===== src/rtl/serial_add_ctrl_pkg.sv =====
// Shared definitions for the digit-serial add/subtract controller.
//   state_e : controller FSM encoding (idle / run / done)
//   DIGIT   : bits consumed per cycle by the adder slice
package serial_add_ctrl_pkg;

    localparam int unsigned DIGIT = 2;

    typedef enum logic [1:0] {
        StIdle = 2'd0,
        StRun  = 2'd1,
        StDone = 2'd2
    } state_e;

endpackage


===== src/rtl/serial_add_ctrl_if.sv =====
// Request/result bundle for serial_add_ctrl.
//   start, sub, a, b : request side, sampled by the controller when not busy
//   busy, done       : handshake status
//   sum, c_out, ovf  : registered result, held until the next completion
// Modports: master = requester, slave = controller.
interface serial_add_ctrl_if #(
    parameter int unsigned WIDTH = 32
);

    logic             start;
    logic             sub;
    logic [WIDTH-1:0] a;
    logic [WIDTH-1:0] b;
    logic             busy;
    logic             done;
    logic [WIDTH-1:0] sum;
    logic             c_out;
    logic             ovf;

    modport master (
        output start, sub, a, b,
        input  busy, done, sum, c_out, ovf
    );

    modport slave (
        input  start, sub, a, b,
        output busy, done, sum, c_out, ovf
    );

endinterface


===== src/rtl/serial_add_ctrl_fa2.sv =====
// FA2: 2-bit ripple full-adder slice, purely combinational.
//   a, b  : digit operands
//   c_in  : carry into bit 0
//   s     : digit sum
//   c_out : carry out of bit 1
module serial_add_ctrl_fa2
    import serial_add_ctrl_pkg::*;
(
    input  logic [DIGIT-1:0] a,
    input  logic [DIGIT-1:0] b,
    input  logic             c_in,
    output logic [DIGIT-1:0] s,
    output logic             c_out
);

    logic c_mid;

    always_comb begin
        {c_mid, s[0]} = {1'b0, a[0]} + {1'b0, b[0]} + {1'b0, c_in};
        {c_out, s[1]} = {1'b0, a[1]} + {1'b0, b[1]} + {1'b0, c_mid};
    end

endmodule


===== src/rtl/serial_add_ctrl.sv =====
// Digit-serial adder/subtractor controller. One FA2 slice is reused for
// WIDTH/2 cycles, LSB digit first; subtraction is a + ~b + 1.
//   clk : rising-edge clock
//   rst : synchronous active-high reset
//   bus : serial_add_ctrl_if slave (start/sub/a/b in, busy/done/sum/c_out/ovf out)
module serial_add_ctrl
    import serial_add_ctrl_pkg::*;
#(
    parameter int unsigned WIDTH = 32
) (
    input  logic           clk,
    input  logic           rst,
    serial_add_ctrl_if.slave bus
);

    localparam int unsigned N    = WIDTH / DIGIT;
    localparam int unsigned CntW = (N > 1) ? $clog2(N) : 1;

    state_e            state_q, state_d;
    logic [WIDTH-1:0]  sha_q, sha_d;
    logic [WIDTH-1:0]  shb_q, shb_d;
    logic [WIDTH-1:0]  res_q, res_d;
    logic              carry_q, carry_d;
    logic [CntW-1:0]   cnt_q, cnt_d;
    logic              a_msb_q, a_msb_d;
    logic              b_msb_q, b_msb_d;
    logic [WIDTH-1:0]  sum_q, sum_d;
    logic              c_out_q, c_out_d;
    logic              ovf_q, ovf_d;

    logic [DIGIT-1:0]  slice_s;
    logic              slice_c;
    logic [WIDTH-1:0]  res_next;

    serial_add_ctrl_fa2 u_fa2 (
        .a     (sha_q[DIGIT-1:0]),
        .b     (shb_q[DIGIT-1:0]),
        .c_in  (carry_q),
        .s     (slice_s),
        .c_out (slice_c)
    );

    // New digit enters at the top so the last digit lands in the MSBs.
    assign res_next = {slice_s, res_q[WIDTH-1:DIGIT]};

    always_comb begin
        state_d = state_q;
        sha_d   = sha_q;
        shb_d   = shb_q;
        res_d   = res_q;
        carry_d = carry_q;
        cnt_d   = cnt_q;
        a_msb_d = a_msb_q;
        b_msb_d = b_msb_q;
        sum_d   = sum_q;
        c_out_d = c_out_q;
        ovf_d   = ovf_q;

        unique case (state_q)
            StIdle, StDone: begin
                if (bus.start) begin
                    state_d = StRun;
                    sha_d   = bus.a;
                    shb_d   = bus.sub ? ~bus.b : bus.b;
                    carry_d = bus.sub;
                    a_msb_d = bus.a[WIDTH-1];
                    b_msb_d = bus.b[WIDTH-1] ^ bus.sub;
                    cnt_d   = '0;
                end else begin
                    state_d = StIdle;
                end
            end
            StRun: begin
                sha_d   = sha_q >> DIGIT;
                shb_d   = shb_q >> DIGIT;
                res_d   = res_next;
                carry_d = slice_c;
                cnt_d   = cnt_q + 1'b1;
                if (cnt_q == CntW'(N - 1)) begin
                    state_d = StDone;
                    sum_d   = res_next;
                    c_out_d = slice_c;
                    ovf_d   = (a_msb_q == b_msb_q) && (res_next[WIDTH-1] != a_msb_q);
                end
            end
            default: state_d = StIdle;
        endcase
    end

    always_ff @(posedge clk) begin
        if (rst) begin
            state_q <= StIdle;
            sha_q   <= '0;
            shb_q   <= '0;
            res_q   <= '0;
            carry_q <= 1'b0;
            cnt_q   <= '0;
            a_msb_q <= 1'b0;
            b_msb_q <= 1'b0;
            sum_q   <= '0;
            c_out_q <= 1'b0;
            ovf_q   <= 1'b0;
        end else begin
            state_q <= state_d;
            sha_q   <= sha_d;
            shb_q   <= shb_d;
            res_q   <= res_d;
            carry_q <= carry_d;
            cnt_q   <= cnt_d;
            a_msb_q <= a_msb_d;
            b_msb_q <= b_msb_d;
            sum_q   <= sum_d;
            c_out_q <= c_out_d;
            ovf_q   <= ovf_d;
        end
    end

    assign bus.busy  = (state_q == StRun);
    assign bus.done  = (state_q == StDone);
    assign bus.sum   = sum_q;
    assign bus.c_out = c_out_q;
    assign bus.ovf   = ovf_q;

endmodule


===== src/flat_wrapper.sv =====
// flat-port wrapper written by rule: the top's interface ports become plain ports
module serial_add_ctrl_flat import serial_add_ctrl_pkg::*;
#(
    parameter int unsigned WIDTH = 32
)
  (clk, rst, bus_start, bus_sub, bus_a, bus_b, bus_busy, bus_done, bus_sum, bus_c_out, bus_ovf);
  serial_add_ctrl_if #(.WIDTH(WIDTH)) bus_i ();
  input  logic clk;
  input  logic rst;
  input wire logic [$bits(bus_i.start)-1:0] bus_start;
  input wire logic [$bits(bus_i.sub)-1:0] bus_sub;
  input wire logic [$bits(bus_i.a)-1:0] bus_a;
  input wire logic [$bits(bus_i.b)-1:0] bus_b;
  output wire logic [$bits(bus_i.busy)-1:0] bus_busy;
  output wire logic [$bits(bus_i.done)-1:0] bus_done;
  output wire logic [$bits(bus_i.sum)-1:0] bus_sum;
  output wire logic [$bits(bus_i.c_out)-1:0] bus_c_out;
  output wire logic [$bits(bus_i.ovf)-1:0] bus_ovf;
  assign bus_i.start = bus_start;
  assign bus_i.sub = bus_sub;
  assign bus_i.a = bus_a;
  assign bus_i.b = bus_b;
  assign bus_busy = bus_i.busy;
  assign bus_done = bus_i.done;
  assign bus_sum = bus_i.sum;
  assign bus_c_out = bus_i.c_out;
  assign bus_ovf = bus_i.ovf;
  serial_add_ctrl #(.WIDTH(WIDTH)) u_core (.clk(clk), .rst(rst), .bus(bus_i));
endmodule

===== config.mk =====
export PLATFORM = sky130hd
export DESIGN_NAME = serial_add_ctrl_flat
export DESIGN_NICKNAME = d
export VERILOG_FILES = /design/src/rtl/serial_add_ctrl_pkg.sv /design/src/rtl/serial_add_ctrl_if.sv /design/src/rtl/serial_add_ctrl_fa2.sv /design/src/rtl/serial_add_ctrl.sv /design/src/flat_wrapper.sv
export SDC_FILE = /design/constraint.sdc
export NUM_CORES = 1
export LEC_CHECK = 0
export BUFFER_PORTS_ARGS = -buffer_cell sky130_fd_sc_hd__buf_4
export CAP_MARGIN = 20
export CORE_MARGIN = 2
export CORE_UTILIZATION = 40
export CTS_BUF_LIST = sky130_fd_sc_hd__clkbuf_16
export DETAILED_ROUTE_END_ITERATION = 12
export GPL_ROUTABILITY_DRIVEN = 0
export PLACE_DENSITY_LB_ADDON = 0.15
export SYNTH_ARGS = -nofsm -noshare
export SYNTH_HDL_FRONTEND = slang
export SYNTH_SLANG_ARGS = --single-unit

===== constraint.sdc =====
create_clock -name clk -period 3.17 [get_ports clk]
set_input_delay 0.951 -clock clk [delete_from_list [all_inputs] [get_ports clk]]
set_output_delay 0.951 -clock clk [all_outputs]
set_load 0.01 [all_outputs]

[Word-level counts from Yosys, hierarchy flattened]
Index checks and enable logic that the tools add are counted.
Word-level totals
  register bits: 139
  logic and storage cells: 44
  output and inout port bits: 36
  bits of input ports: 68
Cells by class
  equal/unequal tests: 7
  add/subtract/negate cells: 5
  muxes and demuxes: 12
  bitwise gates (word level): 2
  reduce and logical (&&, ||, !) cells: 7
Operators with widths (count)
  one-hot mux 32 bit (2 select lines): 2
  two-way mux 32 bit: 3
  inverter 32 bit: 1
  one-hot mux 4 bit (2 select lines): 1
  AND reduction 2 bit: 3
  adder 1 x 1 -> 2 bit: 2
  adder 2 x 1 -> 2 bit: 2
  adder 4 x 1 -> 4 bit, second input constant: 1
  == test 4 bit, second input constant: 1
  two-way mux 4 bit: 1
  one-hot mux 2 bit (2 select lines): 1
  == test 2 x 1 -> 1 bit, second input constant: 1
  == test 2 bit, second input constant: 1
  zero test 2 bit: 1
  two-way mux 1 bit: 2
  two-way mux 2 bit: 1
  != test 2 x 1 -> 1 bit, second input constant: 1
  != test 2 bit, second input constant: 1
  one-hot mux 1 bit (2 select lines): 1
  nonzero test 2 bit: 1
  OR reduction 2 bit: 1
  == test 1 bit: 1
  logical AND 1 bit: 1
  != test 1 bit: 1
  bitwise XOR 1 bit: 1

[Depth between registers and ports, before layout]
  depth in word-level cells: 5
  gate-level depth with buffers: 7

[Hierarchy]
Synthesis repeated with hierarchy kept, for this count alone.
Unflattened totals
  cells, all modules: 595
  area total of the unflattened synthesis: 5494.0 µm²
Modules (own cells, without submodules)
  serial_add_ctrl: times used 1, seq. area each 2742.6 µm², cells each 585, area an instance 5424.0 µm²
  serial_add_ctrl_fa2: times used 1, seq. area each 0.0 µm², cells each 10, area an instance 70.1 µm²

[Worst setup path after synthesis]
Ideal clock, no wire load.
  kind: input-to-reg
  start: input rst
  end: register u_core.sum_q[11], in the netlist u_core.bus.sum[11]
  buffers on the path: 3
  arrival time: 1904 ps
  setup slack: 1208 ps
  stages on the path: 6
  setup time: 59 ps
  data required time: 3111 ps
  path through: buf_2 -> or3_4 -> clkinv_2 -> buf_8 -> buf_8 -> a22o_1
RTL lines
  start: declaration: line flat_wrapper.sv:9  | input logic rst;
  end signal: assignment: line serial_add_ctrl.sv:112  | sum_q <= sum_d;
  end: declaration: line serial_add_ctrl.sv:27  | logic [WIDTH-1:0] sum_q, sum_d;

[Worst setup path in the final report]
  start: register u_core.state_q[1]
  end: output bus_busy
Between the ends
  cells in the longest elaborated chain, start to end: 1
RTL lines
  start: declaration: line serial_add_ctrl.sv:19  | state_e state_q, state_d;
  start signal: assignment: line serial_add_ctrl.sv:92  | state_q <= StIdle;
  start signal: assignment: line serial_add_ctrl.sv:104  | state_q <= state_d;
  == test 2 x 1 -> 1 bit: line serial_add_ctrl.sv:118  | assign bus.busy = (state_q == StRun);
  end: declaration: line flat_wrapper.sv:14  | output wire logic [$bits(bus_i.busy)-1:0] bus_busy;
No other way between the ends.

==> metrics.yaml <==
outcome:
  outcome: "complete, no violations"
logic_synthesis:
  synth_nets: 662
  synth.distinct_cells: 33
  synthArstFlopShare_pct: 0
  synth_edf_count: 0
  yosys_warnings: 0
  syn_area_mm2: 0.00539
  syn_avg_cell_area_um2: 9.12
  synth_top_flop_cell: "dfxtp_1"
  yosysSeqAreaShare_pct: 50.9
  syn-instance-count: 591
  synth-seq-cells: 137
clocking:
  tritoncts: "built"
  h-tree-depth: 4
  clkLatencyLatePin_ps: 410
  ctsHoldBuffers: 0
  clock_sinks: 137
  numCtsBuffers: 17
  cts_max_path_buffers: 2
  clk_pin_slew_ps: 60
  cts_resized: 0
  cts-root-buf: "clkbuf_16"
  cts_setup_buffers: 0
sta:
  slew_headroom_pct: 53.9
  worst_pin_slew_ps: 691
  rsz0062_at_grt: "no"
  drv_slew: 0
  clock_skew_ps: 5.59
  fin_crit_sh_pct: 80.1
  clock.fmax_mhz: 394
  layout_min_cycle_time_ps: 2540
  tns_ps: 0
  hold_violations: 0
  setup_viol: 0
route:
  drt_wl_total_mm: 12.3
  drt-initial-drc-count: 345
  vias_per_cell: 5.32
  via_count: 4519
  first_pass_iters: 5
  drc: 0
  wl_per_cell_um: 14.5
  final_antenna_net_count: 0
final_layout:
  num_antenna_cells: 0
  fin_cells: 850
  fin_area_mm2: 0.00673
  fin_nets: 732
  syn2layout_area_growth_pct: 24.8
  drive_gt1_share_pct: 21.4
critical_path:
  arrival_ps: 1590
  critPathKind: "flop to output port"
  crit_required_ps: 2220
  critPathMaxFanout: 45
  startpoint_type: "flop"
  cp-end-kind: "output port"
  critPathBufInv: 2
  cpPeakStageDelay_ps: 450
  crit_family: "simple AND/OR/NAND/NOR gates"
  crit_chain: "nand2b_4 > clkinv_2 > buf_4"
  critPathSlowestCell: "nand2b_4"
power:
  p_per_area_mw_per_mm2: 588
  switching_share_pct: 24.2
  p_seq_share_pct: 46.3
  irDropWorstVdd_uv: 393
  power.leakage_uw: 0.00259
  combinationalPowerShare_pct: 10.0
  p_switching_uw: 958
  internal-power_uw: 3000
  clkPwrFrac_pct: 43.7
  power.total_uw: 3960
global_routing:
  track_usage_pct: 17.6
  grtUsageMet3_pct: 5.23
  overflow: 0
  met1_usage_pct: 23.1
  antenna_found_initial: 0
  grt_pass1_wl_mm: 20.4
  gr-usage-met2_pct: 27.0
  grt_max_degree: 67
  top_usage_layer: "met2"
  grt_pass1_vias: 4257
floorplanning:
  die_w_um: 120
  die_height_um: 120
  die-area_mm2: 0.0144
  pin_count: 104
  core_mm2: 0.0132
  start_util_pct: 40.9
  row_count: 42
placed_design:
  io_buffers: 103
  hpwl_mm: 7.54
  dpl-instance-area_mm2: 0.00621
  place_inst: 818
flow_run:
  drv_cap: 0
hold_path:
  hold_path_class: "flop to flop"
==> sequential cells by signal, summed over array words and instances, names as in the netlist <==
name and flops:
u_core.a_msb_q 1, u_core.b_msb_q 1, u_core.bus.c_out 1, u_core.bus.ovf 1, u_core.bus.sum 32, u_core.carry_q 1
u_core.cnt_q 4, u_core.res_q 30, u_core.sha_q 32, u_core.shb_q 32, u_core.state_q 2
==> power groups by stage <==
stage | sequential, uW | clock (uW) | combinational [uW]
after detailed placement | 1870 | 0 | 398
after CTS | 1830 | 1770 | 398
after global routing | 1840 | 1840 | 440
final | 1830 | 1730 | 394
after floorplan | 1860 | 0 | 269
after global placement | 1870 | 0 | 391
==> metal layers <==
layer | share of wire [%] | wire [um]
met5 | 0 | 0
met4 | 1.7 | 206
met3 | 5.7 | 705
met2 | 45 | 5590
met1 | 47 | 5810
==> worst min-delay path: stages (launching register included) <==
cell and delay, ps:
dfxtp_1 310, nand2_1 50, a21oi_1 50
==> worst paths after layout <==
kind	endpoint	depth (start not counted)	slack, ps	start
hold reg to reg	u_core.res_q[2]$_SDFFE_PP0P_	2	460	u_core.res_q[2]$_SDFFE_PP0P_
setup / recovery	bus_busy	3	630	u_core.state_q[1]$_SDFFE_PP0P_
setup reg to reg	u_core.cnt_q[2]$_SDFFE_PP0P_	4	1040	u_core.state_q[1]$_SDFFE_PP0P_
hold / removal	u_core.res_q[2]$_SDFFE_PP0P_	2	460	u_core.res_q[2]$_SDFFE_PP0P_
==> cells in the final DEF, fill, tap and decap left out, drive strengths merged <==
cell type,n
and3,2
bufinv,1
fa,2
nor2b,2
clkinvlp,1
nand3,70
nor3,1
a21oi,103
o21ai,2
nand4,1
or3,1
o2bb2ai,3
buf,111
clkbuf,17
a22oi,60
nand2b,3
a2bb2oi,1
a311oi,1
inv,6
dfxtp,137
nand2,63
ha,1
nor2,5
mux2,2
a22o,28
a211oi,3
clkinv,14
xor2,32
nor3b,1
==> synth_stat cells (2+ instances only) <==
master,count,area (um2)
clkbuf_1,23,86.3
buf_8,2,30.0
nand3_1,69,345
nor2_1,5,18.8
o21ai_0,2,10.0
buf_4,3,22.5
buf_2,28,140
buf_1,4,15.0
a22o_1,28,245
fa_1,2,40.0
a211oi_1,3,22.5
o2bb2ai_1,3,26.3
nand2_1,63,236
a21oi_1,103,515
a22oi_1,60,450
dfxtp_1,137,2740
xor2_1,32,280
nand2b_1,3,18.8
nor2b_1,2,12.5
and3_1,2,12.5
inv_1,5,18.8
==> cell families (layout without fill, tap and decap cells) <==
family | after synthesis | count (layout) | synth area share (%)
compound gates | 201 | 201 | 23.9
simple gates | 149 | 149 | 12.7
flops | 137 | 137 | 50.9
buf+inv | 67 | 150 | 5.96
xor+xnor | 32 | 32 | 5.20
fa+ha+maj | 3 | 3 | 0.975
mux | 2 | 2 | 0.418
==> per-stage QoR <==
step	setup WS [ps]	hold slack [ps]	utilization, %
after global placement	960	451	47.1
final	631	457	51.0
after global routing	523	478	51.0
after floorplan	1210	437	-
after detailed placement	901	452	47.1
after CTS	616	460	51.0
==> cell type report <==
type                            count  area [um2]
Fill cell                        1251        6460
Sequential cell                   137        2740
Multi-Input combinational cell    387        2350
Timing Repair Buffer              111         871
Clock buffer                       17         425
Tap cell                          176         220
Clock inverter                     15        92.6
Inverter                            7        28.8
Power figures use the tool's default switching activity.
